<file path="config.mk">
export PLATFORM = sky130hd
export DESIGN_NAME = tpr_keyboard
export DESIGN_NICKNAME = d
export VERILOG_FILES = /design/src/rtl/tpr_keyboard_pkg.sv /design/src/rtl/tpr_key_debounce.sv /design/src/rtl/tpr_keyboard.sv
export SDC_FILE = /design/constraint.sdc
export NUM_CORES = 1
export LEC_CHECK = 0
export CAP_MARGIN = 20
export CORE_MARGIN = 2
export CORE_UTILIZATION = 54
export DETAILED_ROUTE_END_ITERATION = 16
export PLACE_DENSITY = 0.84
export SLEW_MARGIN = 30
export SYNTH_ARGS = -nofsm -noshare
export SYNTH_HDL_FRONTEND = slang
export SYNTH_SLANG_ARGS = --single-unit
</file>
<file path="constraint.sdc">
create_clock -name w_CLK -period 14.8 [get_ports w_CLK]
set_clock_uncertainty 0.05 [all_clocks]
set_input_delay 2.96 -clock w_CLK [delete_from_list [all_inputs] [get_ports w_CLK]]
set_output_delay 2.96 -clock w_CLK [all_outputs]
set_load 0.1 [all_outputs]
</file>
<file path="src/rtl/tpr_keyboard_pkg.sv">
// tpr_keyboard_pkg: key-state encoding and default debounce depth shared by the keyboard front end
package tpr_keyboard_pkg;
  localparam logic [1:0] KEY_RELEASED   = 2'b00;
  localparam logic [1:0] KEY_PRESS_PEND = 2'b01;
  localparam logic [1:0] KEY_HELD       = 2'b10;
  localparam logic [1:0] KEY_REL_PEND   = 2'b11;
  localparam int DEBOUNCE_CYCLES_DEF = 16;
endpackage

</file>
<file path="src/rtl/tpr_key_debounce.sv">
// tpr_key_debounce: two-flop synchroniser, saturating counter and press/release FSM for one key contact
module tpr_key_debounce
  import tpr_keyboard_pkg::*;
#(
  parameter int DEBOUNCE_CYCLES = DEBOUNCE_CYCLES_DEF,
  parameter int CNT_W = 5
) (
  input  logic clk,
  input  logic rst,
  input  logic raw,
  output logic d,
  output logic press
);
  localparam logic [CNT_W-1:0] MAXC = CNT_W'(DEBOUNCE_CYCLES);
  logic [1:0] sync, state, state_nxt;
  logic [CNT_W-1:0] cnt, cnt_nxt, cnt_inc;
  logic s;
  assign s = sync[1];
  assign cnt_inc = (cnt >= MAXC) ? MAXC : cnt + 1'b1;
  // d is the debounced level the key holds after this edge, so the top registers it with no extra stage
  assign d = state_nxt[1];
  // next state: a pending phase survives only while the synchronised sample agrees with it
  always_comb begin
    state_nxt = state;
    cnt_nxt = '0;
    press = 1'b0;
    case (state)
      KEY_RELEASED: begin
        state_nxt = s ? KEY_PRESS_PEND : KEY_RELEASED;
        cnt_nxt = s ? CNT_W'(1) : '0;
      end
      KEY_PRESS_PEND:
        if (!s) state_nxt = KEY_RELEASED;
        else if (cnt_inc == MAXC) begin
          state_nxt = KEY_HELD;
          press = 1'b1;
        end else cnt_nxt = cnt_inc;
      KEY_HELD: begin
        state_nxt = s ? KEY_HELD : KEY_REL_PEND;
        cnt_nxt = s ? '0 : CNT_W'(1);
      end
      default:
        if (s) state_nxt = KEY_HELD;
        else if (cnt_inc == MAXC) state_nxt = KEY_RELEASED;
        else cnt_nxt = cnt_inc;
    endcase
  end
  // synchroniser, FSM state and counter, all cleared at once by reset
  always_ff @(posedge clk or posedge rst)
    if (rst) begin
      sync <= '0;
      state <= KEY_RELEASED;
      cnt <= '0;
    end else begin
      sync <= {sync[0], raw};
      state <= state_nxt;
      cnt <= cnt_nxt;
    end
endmodule

</file>
<file path="src/rtl/tpr_keyboard.sv">
// tpr_keyboard: debounced TPR key row with a half-action-frozen output word, activity and press-event flags
module tpr_keyboard
  import tpr_keyboard_pkg::*;
#(
  parameter int LINE_LENGTH = 40,
  parameter int DEBOUNCE_CYCLES = DEBOUNCE_CYCLES_DEF,
  parameter int CNT_W = 5
) (
  input  logic w_CLK,
  input  logic w_RST,
  input  logic [0:LINE_LENGTH-1] b_KEY_RAW,
  input  logic w_HA,
  output logic [0:LINE_LENGTH-1] b_TPR_DATA_OUT,
  output logic w_KEY_ACTIVE,
  output logic w_KEY_EVENT
);
  logic [0:LINE_LENGTH-1] d, press;
  for (genvar i = 0; i < LINE_LENGTH; i++) begin : g_key
    tpr_key_debounce #(.DEBOUNCE_CYCLES(DEBOUNCE_CYCLES), .CNT_W(CNT_W)) u_key (
      .clk(w_CLK),
      .rst(w_RST),
      .raw(b_KEY_RAW[i]),
      .d(d[i]),
      .press(press[i])
    );
  end
  // store word follows the keys except across a half-action beat; flags are never frozen
  always_ff @(posedge w_CLK or posedge w_RST)
    if (w_RST) begin
      b_TPR_DATA_OUT <= '0;
      w_KEY_ACTIVE <= 1'b0;
      w_KEY_EVENT <= 1'b0;
    end else begin
      b_TPR_DATA_OUT <= w_HA ? b_TPR_DATA_OUT : d;
      w_KEY_ACTIVE <= |d;
      w_KEY_EVENT <= |press;
    end
endmodule

</file>
==> flow_metrics.env <==
export IMPL_htree_levels=2
export IMPL_fin_crit_sh_pct=34.3
export IMPL_num_io_pins=85
export IMPL_critPathTopFamily="buffers and inverters"
export IMPL_synth_simple_area_share_pct=15.7
export IMPL_synthFlopType="dfrtp_1"
export IMPL_reg2reg_depth=7
export IMPL_fin_util_pct=63.2
export IMPL_grt_pass1_vias=11988
export IMPL_r2r_slack_ns=10.91
export IMPL_cts_hold_fix_buffers=0
export IMPL_rsz0062_at_grt="no"
export IMPL_hold_depth=0
export IMPL_synth_top_cell_by_area="dfrtp_1"
export IMPL_ant_nets=0
export IMPL_synth_edf_count=0
export IMPL_cp_start_kind="flop"
export IMPL_cts_root_buf="clkbuf_16"
export IMPL_placementRows=66
export IMPL_start_util_pct=54.5
export IMPL_hp_class="flop to flop"
export IMPL_path_buf_inv=1
export IMPL_hp_start="g_key[9].u_key.sync[0]"
export IMPL_synth_top_family_by_area="simple AND/OR/NAND/NOR gates"
export IMPL_drc=0
export IMPL_crit_fanout=2
export IMPL_run_status="complete, no violations"
export IMPL_worstSetupEndpointType="output pin"
export IMPL_path_clk_slew_ns=0.06
export IMPL_tritoncts="done"
export IMPL_ys_seq_elements=402
export IMPL_ys_warn_count=0
export IMPL_hold_violations=0
export IMPL_viasPerCell=5.39
export IMPL_first_pass_iters=7
export IMPL_cts_sinks=402
export IMPL_hold_ws_ns=0.287
export IMPL_synth_area_top_cells="dfrtp_1 57%, ha_1 5.7%, mux2_2 5.1%"
export IMPL_stdcell_area_um2=20400
export IMPL_crit_arrival_ns=2.07
export IMPL_core_area_um2=32300
export IMPL_synth_xor_area_share_pct=6.42
export IMPL_die_y_um=185
export IMPL_antenna_found_initial=0
export IMPL_vdd_ir_drop_max_mv=0.0992
export IMPL_portBuffers=84
export IMPL_crit_slowest_cell="clkdlybuf4s50_1"
export IMPL_power_density_nw_per_um2=114
export IMPL_die_area_um2=34100
export IMPL_worstMarginPinSlew_ns=0.989
export IMPL_nets=1805
export IMPL_max_freq_mhz=197
export IMPL_grt_overflow_total=0
export IMPL_worstPathCellList="clkdlybuf4s50_1"
export IMPL_worstPathRequired_ns=11.79
export IMPL_synth_fp_nets=1679
export IMPL_design_power_total_mw=2.32
export IMPL_power_leakage_nw=9.17
export IMPL_antenna_cells=0
export IMPL_syn_area_um2=17600
export IMPL_finalSetupViolations=0
export IMPL_ys_types=51
export IMPL_hold_path_end="g_key[9].u_key.sync[1]"
export IMPL_setup_tns_ns=0
export IMPL_dp_hpwl_um=23000
export IMPL_grt_util_all_layers_pct=20.8
export IMPL_cts_max_path_buffers=3
export IMPL_ctsResizeCount=0
export IMPL_routed_wl_um=33800
export IMPL_slew_headroom_pct=33.9
export IMPL_synth_compound_area_share_pct=6.75
export IMPL_syn_inst=1556
export IMPL_numCtsBuffers=41
export IMPL_post_cts_buffers=0
export IMPL_maxCapViolCount=0
export IMPL_synth_seq_area_share_pct=57.1
export IMPL_post_drt_wl_per_cell_um=15.7
export IMPL_synth_top_area_share_pct=57.1
export IMPL_place_congestion=0.865
export IMPL_synth_avg_cell_area_um2=11.3
export IMPL_critical_path_class="flop to output pin"
export IMPL_grt_max_degree=108
export IMPL_syn_to_final_growth_pct=15.9
export IMPL_r2r_start="g_key[18].u_key.cnt[0]"
export IMPL_period_minus_slack_ns=5.08
export IMPL_die_w_um=185
export IMPL_clk_latency_ns=0.56
export IMPL_grt_pass1_wl_um=57400
export IMPL_fill_cells=2377
export IMPL_synth_mux_area_share_pct=5.05
export IMPL_placed_cell_area_um2=19000
export IMPL_vias=11610
export IMPL_drive_gt1_share_pct=10.3
export IMPL_async_reset_ff_share_pct=100
export IMPL_drt_iter0_drc=714
export IMPL_synthAdderAreaFrac_pct=5.69
export IMPL_crit_reg2reg_capture="w_KEY_ACTIVE"
export IMPL_crit_path_max_incr_delay_ns=1.15
export IMPL_final_max_slew_viol_count=0
## cell families (layout without fill, tap and decap cells)
logic type / after synthesis / count (layout)
XOR/XNOR: 129 / 129
flip-flops: 402 / 402
adder cells (fa/ha/maj): 80 / 80
multiplexers: 79 / 79
AND/OR/NAND/NOR: 547 / 547
buffers and inverters: 151 / 306
AO/OA/AOI/OAI: 168 / 168
## layout make-up
| cell class | count | area, um2 | share of cell area, % |
|---|---|---|---|
| flip-flops and latches | 402 | 10100 | 49.3 |
| multi-input cells | 1003 | 6980 | 34.2 |
| clock buffers | 60 | 1180 | 5.77 |
| repair buffers | 89 | 887 | 4.35 |
| well taps | 442 | 553 | 2.71 |
| inverters | 145 | 552 | 2.70 |
| clock inverters | 12 | 191 | 0.938 |
## sequential cells by signal (all words and copies together), names as in the netlist
signal / cells
w_KEY_EVENT: 1
g_key.u_key.sync: 80
b_TPR_DATA_OUT: 40
g_key.u_key.cnt: 200
g_key.u_key.state: 80
w_KEY_ACTIVE: 1
## routing by layer
metal | vias to the layer above | share of wire, % | track usage (%)
li1 | 5550 | - | -
met5 | - | 0 | 0
met3 | 64 | 3.2 | 2.71
met4 | 0 | 3.0 | 7.58
met1 | 5796 | 43 | 26.5
met2 | 200 | 51 | 36.4
## cell usage after synthesis, drive strengths merged, types with 14 or more instances
| cell | n |
|---|---|
| ha | 80 |
| a31oi | 26 |
| o21a | 28 |
| nand3 | 72 |
| dfrtp | 402 |
| xor2 | 41 |
| nand4b | 16 |
| o21ai | 31 |
| nor2 | 223 |
| inv | 145 |
| and3 | 17 |
| a311oi | 14 |
| nand4 | 15 |
| nand2 | 54 |
| xnor2 | 88 |
| mux2 | 79 |
| nand3b | 32 |
| nor3 | 36 |
| or3b | 25 |
## per-stage QoR
step	setup WS (ns)	instances
finish	9.72	2153
global route	9.68	2153
CTS	9.70	2153
detailed placement	9.70	2081
global placement	9.61	2081
floorplan	0.609	1556
## power by group
| group | switching, mW | leakage (nW) | internal (mW) |
|---|---|---|---|
| Sequential | 0.0339 | 5.23 | 1.13 |
| Combinational | 0.0723 | 3.28 | 0.0502 |
| Clock | 0.426 | 0.660 | 0.609 |
## cells in the final DEF (no fill, tap or decap), types with 8 or more instances in the layout
cell             synthesis  layout
o21a_1                  28      28
nand4b_1                16      16
nand3b_1                32      32
o31a_1                  11      11
xor2_1                  41      41
nand4_1                 15      15
inv_1                  145     144
nand3_1                 72      72
mux2_2                  79      79
clkbuf_1                 6      11
or3_1                    8       8
a31oi_1                 26      26
nor2_1                 223     223
xnor2_1                 88      88
dfrtp_1                402     402
nor3_1                  36      36
o41ai_1                 12      12
ha_1                    80      80
clkdlybuf4s50_1          0      83
nor2b_1                  9       9
and3_1                  17      17
clkbuf_16                0      41
a21oi_1                 12      12
or3b_2                  25      25
clkbuf_8                 0       8
nor4_1                   8       8
nand2_1                 54      54
nand2b_1                 8       8
o21ai_0                 31      31
and2_1                   9       9
a311oi_1                14      14
## how the worst max path moves through the flow
| stage | start | endpoint | slack (ns) | depth (start not counted) |
|---|---|---|---|---|
| 6_report | b_TPR_DATA_OUT[12] | b_TPR_DATA_OUT[12] | 9.72 | 1 |
| 4_1_cts | b_TPR_DATA_OUT[12] | b_TPR_DATA_OUT[12] | 9.70 | 1 |
| 5_1_grt | b_TPR_DATA_OUT[16] | b_TPR_DATA_OUT[16] | 9.68 | 1 |
| 3_3_place_gp | w_RST | g_key[26].u_key.cnt[3] | 9.61 | 3 |
| 2_1_floorplan | w_RST | b_TPR_DATA_OUT[0] | 0.61 | 1 |
| 3_5_place_dp | w_RST | g_key[26].u_key.cnt[1] | 9.70 | 3 |
Power figures use the tool's default switching activity.
